==> config.mk <==
export PLATFORM = sky130hd
export DESIGN_NAME = pb_evt_arb
export DESIGN_NICKNAME = d
export VERILOG_FILES = /design/src/rtl/pb_evt_arb.sv
export SDC_FILE = /design/constraint.sdc
export NUM_CORES = 1
export LEC_CHECK = 0
export ABC_AREA = 1
export CORE_ASPECT_RATIO = 1.5
export CORE_MARGIN = 8
export CORE_UTILIZATION = 60
export DETAILED_ROUTE_END_ITERATION = 12
export PLACE_DENSITY = 0.81
export SYNTH_ARGS = -nofsm -noshare
export SYNTH_HDL_FRONTEND = slang
export SYNTH_SLANG_ARGS = --single-unit
==> constraint.sdc <==
create_clock -name clk -period 6.9 [get_ports clk]
set_clock_uncertainty 0.2 [all_clocks]
set_input_delay 1.38 -clock clk [delete_from_list [all_inputs] [get_ports clk]]
set_output_delay 1.38 -clock clk [all_outputs]
set_load 0.03 [all_outputs]
==> src/rtl/pb_evt_arb.sv <==
// pb_evt_arb: synchronises, debounces and edge-detects raw pushbuttons, latches
// presses as pending and grants them round-robin to one shared downstream port.
module pb_evt_arb #(
    parameter int NUM_PB    = 4,
    parameter int DB_CYCLES = 50000,
    parameter int IDW       = 2
) (
    input  logic              clk,
    input  logic              rst,
    input  logic [NUM_PB-1:0] pb,
    output logic              evt_valid,
    output logic [IDW-1:0]    evt_id,
    input  logic              evt_ready,
    output logic [NUM_PB-1:0] pending,
    output logic [7:0]        drop_cnt
);
    localparam int CNT_W = $clog2(DB_CYCLES);

    typedef enum logic {IDLE, OFFER} state_t;

    logic [NUM_PB-1:0] sync_p0, sync_p1;
    logic [CNT_W-1:0]  db_cnt [NUM_PB];
    logic [NUM_PB-1:0] stable, stable_d;
    logic [NUM_PB-1:0] rise, xfer_hit, drop_vec, pending_nxt;
    logic              xfer;
    state_t            state;
    logic [IDW-1:0]    rr_ptr;

    // Adds one per set bit to an 8-bit count, clamping at 255.
    function automatic logic [7:0] sat_add8(input logic [7:0] acc, input logic [NUM_PB-1:0] bits);
        logic [8:0] sum;
        sum = {1'b0, acc};
        for (int i = 0; i < NUM_PB; i++) begin
            sum = sum + {8'd0, bits[i]};
        end
        return (sum > 9'd255) ? 8'hFF : sum[7:0];
    endfunction

    // First requester at or above ptr, wrapping explicitly at NUM_PB-1.
    function automatic logic [IDW-1:0] rr_pick(input logic [NUM_PB-1:0] req, input logic [IDW-1:0] ptr);
        logic [IDW-1:0] idx, pick;
        logic           found;
        idx   = ptr;
        pick  = ptr;
        found = 1'b0;
        for (int k = 0; k < NUM_PB; k++) begin
            if (!found && req[idx]) begin
                pick  = idx;
                found = 1'b1;
            end
            idx = (idx == IDW'(NUM_PB - 1)) ? '0 : idx + IDW'(1);
        end
        return pick;
    endfunction

    // Stage p0/p1: two-flop synchroniser
    always_ff @(posedge clk or negedge rst) begin
        if (!rst) begin
            sync_p0 <= '0;
            sync_p1 <= '0;
        end else begin
            sync_p0 <= pb;
            sync_p1 <= sync_p0;
        end
    end

    // Debounce: a new level is accepted only after DB_CYCLES consecutive differing cycles
    always_ff @(posedge clk or negedge rst) begin
        if (!rst) begin
            stable   <= '0;
            stable_d <= '0;
            for (int i = 0; i < NUM_PB; i++) begin
                db_cnt[i] <= '0;
            end
        end else begin
            stable_d <= stable;
            for (int i = 0; i < NUM_PB; i++) begin
                if (sync_p1[i] == stable[i]) begin
                    db_cnt[i] <= '0;
                end else if (db_cnt[i] == CNT_W'(DB_CYCLES - 1)) begin
                    stable[i] <= sync_p1[i];
                    db_cnt[i] <= '0;
                end else begin
                    db_cnt[i] <= db_cnt[i] + CNT_W'(1);
                end
            end
        end
    end

    assign rise = stable & ~stable_d;
    assign xfer = evt_valid & evt_ready;

    always_comb begin
        xfer_hit = '0;
        if (xfer) begin
            xfer_hit[evt_id] = 1'b1;
        end
    end

    // A fresh press wins over the clear of the same button's transfer.
    assign pending_nxt = (pending & ~xfer_hit) | rise;
    assign drop_vec    = rise & pending & ~xfer_hit;

    always_ff @(posedge clk or negedge rst) begin
        if (!rst) begin
            pending  <= '0;
            drop_cnt <= '0;
        end else begin
            pending  <= pending_nxt;
            drop_cnt <= sat_add8(drop_cnt, drop_vec);
        end
    end

    always_ff @(posedge clk or negedge rst) begin
        if (!rst) begin
            state     <= IDLE;
            evt_valid <= 1'b0;
            evt_id    <= '0;
            rr_ptr    <= '0;
        end else begin
            case (state)
                IDLE: begin
                    if (|pending) begin
                        evt_id    <= rr_pick(pending, rr_ptr);
                        evt_valid <= 1'b1;
                        state     <= OFFER;
                    end
                end
                OFFER: begin
                    if (evt_ready) begin
                        evt_valid <= 1'b0;
                        rr_ptr    <= (evt_id == IDW'(NUM_PB - 1)) ? '0 : evt_id + IDW'(1);
                        state     <= IDLE;
                    end
                end
                default: begin
                    evt_valid <= 1'b0;
                    state     <= IDLE;
                end
            endcase
        end
    end
endmodule

### After elaboration in Yosys (flattened, before gate mapping)

Cells that the tools add are included.

| word-level totals | value |
|---|---|
| flip-flop bits (word level) | 98 |
| input bits | 7 |
| output and inout bits | 15 |
| logic and storage cells | 120 |

| cells by class | value |
|---|---|
| add/sub/neg operators | 12 |
| $lt $le $gt $ge | 7 |
| equal/unequal tests | 14 |
| mux-type cells | 42 |
| bitwise operators | 13 |
| reduce and logical (&&, ||, !) cells | 15 |

Operator list:

| operator | number |
|---|---|
| $mux 16 | 8 |
| $add 16x1->16 const B | 4 |
| $eq 16x16->1 const B | 4 |
| $add 9x1->9 | 3 |
| $mux 1 | 18 |
| $and 4x4->4 | 4 |
| $lt 2x3->1 const B | 5 |
| $mux 2 | 7 |
| $reduce_and 2->1 | 7 |
| $add 8x1->9 | 1 |
| $gt 9x8->1 const B | 1 |
| $add 2x1->2 const B | 4 |
| $bmux 1 s2 | 4 |
| $eq 2x2->1 const B | 4 |
| $mux 8 | 1 |
| $not 4->4 | 2 |
| $not 1->1 | 5 |
| $eq 1x1->1 | 4 |
| $logic_and 1x1->1 | 4 |
| $mux 4 | 1 |
| $ne 2x2->1 const B | 2 |
| $or 4x4->4 | 1 |
| $pmux 1 s2 | 2 |
| $reduce_or 4->1 | 1 |
| 4 further kinds | 6 |

### Logic depth before layout (Yosys ltp)

Gate-level depths: netlist of the first run.

| depth | value |
|---|---|
| word-level depth | 18 |
| gate-level depth with buffers | 13 |
| depth with buffers taken out | 13 |

### Worst setup path before layout of the first run

Ideal clock, no wire load.

| timing | value |
|---|---|
| path type | input-to-reg |
| start | in evt_ready |
| end | reg drop_cnt[3] |
| setup time | 0.076 ns |
| data arrival time | 3.269 ns |
| data required time | 6.624 ns |
| setup slack | 3.355 ns |
| cell stages on the path | 10 |
| buffers on the path | 0 |
| cells stage by stage | nand3_1 > nand2_1 > fa_1 > fa_1 > inv_1 > fa_1 > nand2_1 > nor2_1 > nand4_1 > nand3_1 |

| on the way | value |
|---|---|
| longest elaborated chain between the ends | 10 |

RTL lines:

| what | RTL line | source |
|---|---|---|
| start, declared | 13 | `input logic evt_ready,` |
| $and 1x1->1 (*) | 91 | `assign xfer = evt_valid & evt_ready;` |
| $mux 4 (*) | 95 | `if (xfer) begin` |
| $not 4->4 (*) | 102 | `assign drop_vec = rise & pending & ~xfer_hit;` |
| $and 4x4->4 (*) | 102 |  |
| $add 8x1->9 | 34 | `sum = sum + {8'd0, bits[i]};` |
| $add 9x1->9 (2 in series) | 34 |  |
| $add 9x1->9 (*) | 34 |  |
| $gt 9x8->1 | 36 | `return (sum > 9'd255) ? 8'hFF : sum[7:0];` |
| $mux 8 (*) | 36 |  |
| end signal, assigned | 110 | `drop_cnt <= sat_add8(drop_cnt, drop_vec);` |
| end, declared | 15 | `output logic [7:0] drop_cnt` |

Every way passes the cells marked *; elsewhere a longest branch is shown, timed or not.
A chain may end at the register's enable or synchronous reset.

### Worst setup path after layout of the first run

| timing | value |
|---|---|
| start | in evt_ready |
| end | reg drop_cnt[2] |

The elaborated chain is that of the path after synthesis.

==> results of run 1 <==
-- worst max-delay path, cell delays in order --
cell and delay (ps):
clkdlybuf4s50_1 560, nand3_1 150, nand2_1 120, fa_1 440
fa_1 430, inv_1 90, fa_1 190, nand2_1 100
nor2_1 170, nand4_1 300, o21ai_0 180
-- Yosys cell counts, drive strengths merged --
master	n	area (um^2)
a21oi	15	75.1
a31oi	1	6.26
and2	1	6.26
buf	1	7.51
dfrtp	98	2450
fa	3	60.1
ha	10	125
inv	81	304
mux2	2	22.5
nand2	128	498
nand3	51	288
nand4	14	87.6
nor2	102	417
nor3	29	170
nor3b	13	103
nor4	13	81.3
o21a	5	37.5
o21ai	15	78.8
o21bai	3	22.5
o31ai	2	15.0
or2	3	18.8
xnor2	5	43.8
xor2	17	149
-- worst paths after layout --
check                           cells after the start       start  slack (ps)     endpoint
worst min-delay path                                0  sync_p0[1]         150   sync_p1[1]
min in group asynchronous                           1         rst         820    db_cnt[8]
worst max register to register                     11  pending[2]        3700  drop_cnt[2]
worst max-delay path                               11   evt_ready        2850  drop_cnt[2]
max in group asynchronous                           2         rst        4610   db_cnt[58]
worst min register to register                      0  sync_p0[1]         150   sync_p1[1]
-- through the flow --
step / util (%) / worst slack, ps
floorplan: - / 3360
finish: 68.7 / 2850
CTS: 68.7 / 2880
detailed placement: 65.1 / 2530
global placement: 65.1 / 2660
global route: 68.7 / 2670
-- cell families after synthesis --
logic type / count (synthesis) / synth area share (%)
AOI/OAI and AO/OA: 41 / 4.64
xor gates and xnor gates: 22 / 3.80
and+or+nand+nor: 354 / 32.9
muxes: 2 / 0.444
adders and majority gates: 13 / 3.65
buffers and inverters: 82 / 6.15
DFF: 98 / 48.4
-- final cells by class --
| cell class | instances | area (um^2) |
|---|---|---|
| Clock buffer | 11 | 243 |
| Clock inverter | 5 | 53.8 |
| Fill cell | 672 | 2600 |
| Inverter | 81 | 304 |
| Multi-Input combinational cell | 432 | 2300 |
| Sequential cell | 98 | 2450 |
| Tap cell | 107 | 134 |
| Timing Repair Buffer | 22 | 215 |
-- flip-flops by register name (all words and copies together), names as in the netlist, 2 cells and up --
name	cells
pending	4
db_cnt	64
evt_id	2
sync_p1	4
sync_p0	4
stable_d	4
rr_ptr	2
drop_cnt	8
stable	4
-- power groups by stage --
stage	Clock, W	Sequential [W]	Combinational, W
after floorplan	0	0.000695	0.000328
after global placement	0	0.000673	0.000466
after detailed placement	0	0.000675	0.000479
after CTS	0.000504	0.000664	0.000484
after global routing	0.000531	0.000670	0.000543
final	0.000495	0.000666	0.000485
-- metal layers --
metal | share of wire (%) | routed length [um]
met3 | 3.6 | 370
met1 | 39 | 4080
met4 | 2.8 | 292
met2 | 54 | 5600
met5 | 0 | 0
-- placed cells by master (no fill, tap or decap), drive strengths merged, types with 5 or more instances in the layout --
| cell type | instances |
|---|---|
| nor4 | 13 |
| nand2 | 128 |
| clkbuf | 11 |
| nor3 | 29 |
| nor2 | 102 |
| xor2 | 17 |
| inv | 81 |
| clkdlybuf4s50 | 20 |
| ha | 10 |
| o21ai | 15 |
| o21a | 5 |
| nand4 | 14 |
| xnor2 | 5 |
| nor3b | 13 |
| a21oi | 15 |
| dfrtp | 98 |
| nand3 | 51 |
==> flow_summary.toml, run 1 <==
[cells_and_area]
n_antenna_cell = 0
drive_gt1_share_pct = 8.17
finish.instance_area_mm2 = 0.00571
layout.nets = 664
fin_cells = 756
syn_to_final_growth_pct = 12.6

[clocking]
path_clk_slew_ps = 70
cts_resized = 0
clockBufferDepth = 2
clock-sinks = 98
cts_root_buf = "clkbuf_16"
worst_skew_pair.late_latency_ps = 340
cts_hold_buf = 0
ctsHtreeMaxLevel = 3
post_cts_buffers = 0
cts_tree = "done"
cts_buffers = 9

[sta]
final-hold-violation-count = 0
report.final.slew_viol_count = 0
tns_ps = 0
fin_crit_sh_pct = 58.7
max-slew-margin-rel_pct = 55.3
hold_ws_ps = 149
period_needed_ps = 4050
fmax_ghz = 0.247
grt_setup_unrepaired = "no"
finalSetupViolations = 0
worstMarginPinSlew_ps = 671

[placement]
gp_congestion = 0.888
numPortBuffers = 21
place_hpwl_um = 7520
place_area_mm2 = 0.00541
dp.cells = 740

[grt]
overflow = 0
grt.met2_usage_pct = 35.4
grt.met1_usage_pct = 19.8
met3_usage_pct = 4.20
grt_pass1_wl_um = 18400
grt_max_degree = 55
grt-busiest-layer = "met2"
grt_pass1_vias = 4224
grt_usage_pct = 19.1
grt_antenna_before_repair = 0

[logic_synthesis]
synth_seq_cells = 98
synth_cell_types = 36
yosys_warnings = 0
synth_area_mm2 = 0.00507
yosysSeqAreaShare_pct = 48.4
synth.avg_cell_area_um2 = 8.28
postSynthCellCount = 612
syn_nets = 632

[critical_path]
arrival_ps = 4110
worstSetupPathType = "in2reg"
critPathRequiredTime_ps = 6960
crit_path_start_kind = "primary input"
end_kind = "flip-flop"
cp_max_fo = 8

[run]
drv_cap = 0

[pwr]
clkPwrFrac_pct = 30.1
switching_share_pct = 35.2
finalPower_w = 0.00165
p_leak_nw = 2.57
seq_power_share_pct = 40.5
power.density_mw_per_mm2 = 288
combPwrFrac_pct = 29.5
switchingPower_w = 0.000579
p_int_w = 0.00107
peakVddDrop_mv = 0.229

[detailed_routing]
first_pass_iters = 4
drt_iter0_markers = 313
ant_nets = 0
wl_um = 10300
drc = 0
vias = 4218
vias_per_cell = 5.58
wl_per_cell_um = 13.7

[die]
die_area_mm2 = 0.0117
core_mm2 = 0.00831
initial_core_util_pct = 61.0
die_w_um = 91.0
die_y_um = 129
row_count = 41
num_io_pins = 22

[outcome]
status = "completed"

[hold_path]
hp-class = "reg2reg"
No activity file was read; power rests on OpenSTA's default activity.
==> run 2, diff against run 1 <==
Settings changed: CORE_UTILIZATION 60 to 55, PLACE_DENSITY 0.81 to 0.78.
Clock period 6.9 ns to 3.5 ns, I/O delays scaled along.
==> flow_summary.toml, run 2 (same netlist as run 1, synthesis figures left out) <==
[die]
initial_core_util_pct = 55.7
core_mm2 = 0.00909
die_y_um = 134
die_area_mm2 = 0.0126
row_count = 43
num_io_pins = 22
die_w_um = 94.4

[clocking]
cts_resized = 0
ctsHtreeMaxLevel = 3
clock-sinks = 98
cts_buffers = 9
cts_tree = "done"
clockBufferDepth = 2
path_clk_slew_ps = 70
worst_skew_pair.late_latency_ps = 350
cts_hold_buf = 0
post_cts_buffers = 0
cts_root_buf = "clkbuf_16"

[cells_and_area]
top_regs = "db_cnt: 64 flops, drop_cnt: 8 flops"
largest_reg_flops = 64
final_common_cell = "nand2_1"
fin_cells = 764
fillers = 746
syn_to_final_growth_pct = 14.4
n_antenna_cell = 0
largest-register = "db_cnt"
drive_gt1_share_pct = 8.74
final_cell_mix = "nand2_1, dfrtp_1, nor2_1, inv_1, nand3_1"
layout.nets = 667
finish.instance_area_mm2 = 0.00580

[placement]
dp.cells = 748
place_area_mm2 = 0.00545
place_hpwl_um = 7810
gp_congestion = 0.941
numPortBuffers = 21

[critical_path]
arrival_ps = 3360
cp_max_fo = 8
end_kind = "flip-flop"
crit_path_start_kind = "primary input"
r2r_cells = 12
reg2reg_to = "drop_cnt[3]"
r2r_slack_ps = 380
critPathRequiredTime_ps = 3580
worstSetupPathType = "in2reg"
cp-startpoint = "evt_ready"
rr_startpoint = "evt_id[0]"

[grt]
grt_usage_pct = 18.3
grt_pass1_wl_um = 18500
grt_max_degree = 55
grt_pass1_vias = 4273
grt_antenna_before_repair = 0
overflow = 0

[pwr]
peakVddDrop_mv = 0.549
p_leak_nw = 2.61
power.density_mw_per_mm2 = 590
finalPower_w = 0.00342

[sta]
grt_setup_unrepaired = "no"
period_needed_ps = 3280
max-slew-margin-rel_pct = 60.9
worstMarginPinSlew_ps = 586
fmax_ghz = 0.305
fin_crit_sh_pct = 93.7
final-hold-violation-count = 0
report.final.slew_viol_count = 0
finalSetupViolations = 0
tns_ps = 0
hold_ws_ps = 150

[run]
drv_cap = 0

[detailed_routing]
wl_per_cell_um = 14.2
vias_per_cell = 5.48
ant_nets = 0
vias = 4189
drt_iter0_markers = 186
first_pass_iters = 6
wl_um = 10800
drc = 0

[hold_path]
hp-class = "in2async"

[outcome]
status = "completed"
## run 2: stage by stage
step,setup slack (ps),util (%)
after floorplan,459,-
after global placement,-22.4,60.0
after detailed placement,-155,60.0
after CTS,223,63.8
after global routing,30.2,63.8
final,222,63.8
## run 2: metal layers
metal  wire length [um]  up-vias  GRT usage [%]
li1                   -     2055              -
met1               4260     1995           19.1
met2               5780      104           32.4
met3                397       35           3.38
met4                384        0           11.2
met5                  0        -              0
## run 2: cell type report
class / count / area (um^2) / area share (%)
inverters: 81 / 304 / 5.24
flip-flops and latches: 98 / 2450 / 42.3
well taps: 112 / 140 / 2.42
clock inverters: 7 / 124 / 2.14
repair buffers: 25 / 250 / 4.31
clock buffers: 9 / 225 / 3.88
multi-input cells: 432 / 2300 / 39.7
## run 2: how the worst max path moves through the flow
stage | endpoint | slack (ps)
6_report | drop_cnt[3] | 220
5_1_grt | drop_cnt[2] | 30
4_1_cts | drop_cnt[3] | 220
3_5_place_dp | drop_cnt[2] | -150
3_3_place_gp | drop_cnt[3] | -20
2_1_floorplan | drop_cnt[3] | 460
## run 2: worst max-delay path, cell delays in order
cell             delay, ps
clkdlybuf4s50_1        550
nand3_1                140
nand2_1                120
fa_1                   450
fa_1                   420
inv_1                  100
fa_1                   210
nand2_1                 70
nor2_1                 130
nand4_1                290
nand3_1                180
## run 2: power by group
group          internal, W  total (W)  switching (W)
logic             0.000340   0.000988       0.000648
registers          0.00120    0.00130      0.0000925
clock network     0.000704    0.00114       0.000433
==> run 3, diff against run 2 <==
Settings changed: CORE_MARGIN 8 to 5.
==> flow_summary.toml, run 3 (same netlist as run 1, synthesis figures left out) <==
[detailed_routing]
wl_um = 9870
drt_iter0_markers = 216
first_pass_iters = 5
drc = 0
vias_per_cell = 5.36
wl_per_cell_um = 12.9
vias = 4088
ant_nets = 0

[grt]
grt_max_degree = 56
overflow = 0
grt_pass1_wl_um = 17800
grt_pass1_vias = 4100
grt_antenna_before_repair = 0
grt_usage_pct = 19.7

[die]
die_w_um = 88.4
num_io_pins = 22
initial_core_util_pct = 55.4
row_count = 43
core_mm2 = 0.00915
die_y_um = 128
die_area_mm2 = 0.0113

[sta]
max-slew-margin-rel_pct = 52.0
fmax_ghz = 0.310
setup_ws_ps = 271
grt_setup_unrepaired = "no"
report.final.slew_viol_count = 0
final-hold-violation-count = 0
period_needed_ps = 3230
hold_ws_ps = 151
finalSetupViolations = 0
fin_crit_sh_pct = 92.2
worstMarginPinSlew_ps = 720

[pwr]
p_leak_nw = 2.61
peakVddDrop_mv = 0.542
power.density_mw_per_mm2 = 584

[placement]
gp_congestion = 0.844
place_ws_ps = -197
place_hpwl_um = 7260
numPortBuffers = 21

[cells_and_area]
final_common_cell = "nand2_1"
top_regs = "db_cnt: 64 flops, drop_cnt: 8 flops"
syn_to_final_growth_pct = 14.2
multi_input_area_mm2 = 0.00230
largest_reg_flops = 64
final_cell_mix = "nand2_1, dfrtp_1, nor2_1, inv_1, nand3_1"
register_area_mm2 = 0.00245
layout.nets = 666
n_antenna_cell = 0
drive_gt1_share_pct = 8.60
largest-register = "db_cnt"
fillers = 756

[critical_path]
arrival_ps = 3290
critPathRequiredTime_ps = 3560
rr_startpoint = "evt_id[0]"
worstSetupPathType = "in2reg"
crit_path_start_kind = "primary input"
r2r_cells = 13
cp-startpoint = "evt_ready"
cp_max_fo = 7
end_kind = "flip-flop"
reg2reg_to = "drop_cnt[2]"
r2r_slack_ps = 470
crit_end = "drop_cnt[2]"

[hold_path]
hp-class = "reg2reg"

[clocking]
cts_tree = "done"
cts_root_buf = "clkbuf_16"
clockBufferDepth = 2
worst_skew_pair.late_latency_ps = 350
ctsHtreeMaxLevel = 3
clock-sinks = 98
cts_buffers = 9
path_clk_slew_ps = 60

[outcome]
status = "completed"

[run]
drv_cap = 0
-- run 3: area by class of cell --
type,count,share of cell area [%]
Timing Repair Buffer,24,4.19
Multi-Input combinational cell,432,39.8
Clock buffer,9,3.89
Inverter,81,5.25
Tap cell,112,2.42
Clock inverter,7,2.10
Sequential cell,98,42.4
-- run 3: where the power goes --
part | total (W) | internal [W] | switching (W)
clock | 0.00115 | 0.000705 | 0.000441
sequential | 0.00131 | 0.00120 | 0.000104
combinational | 0.000929 | 0.000332 | 0.000597
-- run 3: worst max-delay path, cell delays in order --
cell             delay, ps
clkdlybuf4s50_1        570
nand3_1                140
nand2_1                120
fa_1                   460
fa_1                   430
inv_1                   90
fa_1                   200
nand2_1                 80
nor2_1                 140
nand4_1                120
buf_4                  180
o21ai_0                 60
-- run 3: what timing repair did --
action	CTS	global route
endpoints found under the hold margin	0	0
hold buffers	0	0
setup endpoints to repair	0	8
resized for setup	0	0
setup buffers	0	1
-- run 3: stage by stage --
step / instances / utilization, % / TNS [ps] / power [W] / area [um^2]
5_1_grt: 763 / 63.3 / 0 / 0.00359 / 5790
4_1_cts: 762 / 63.2 / 0 / 0.00341 / 5780
3_3_place_gp: 746 / 59.4 / -381 / 0.00225 / 5440
3_5_place_dp: 746 / 59.4 / -1360 / 0.00226 / 5440
2_1_floorplan: 612 / - / 0 / 0.00202 / 5070
6_report: 763 / 63.3 / 0 / 0.00338 / 5790
-- run 3: worst min path at each step --
stage | from | to | slack (ps) | cells past startpoint
floorplan | sync_p0[0] | sync_p1[0] | 130 | 0
global placement | sync_p0[1] | sync_p1[1] | 130 | 0
detailed placement | sync_p0[2] | sync_p1[2] | 140 | 0
CTS | sync_p0[2] | sync_p1[2] | 150 | 0
global route | sync_p0[2] | sync_p1[2] | 160 | 0
finish | sync_p0[2] | sync_p1[2] | 150 | 0
-- run 3: routing by layer --
metal,GRT usage [%],up-vias,share of wire [%]
met1,23.3,1949,42
met4,7.74,0,1.8
met2,34.8,72,53
met3,3.68,18,3.0
li1,-,2049,-
met5,0,-,0
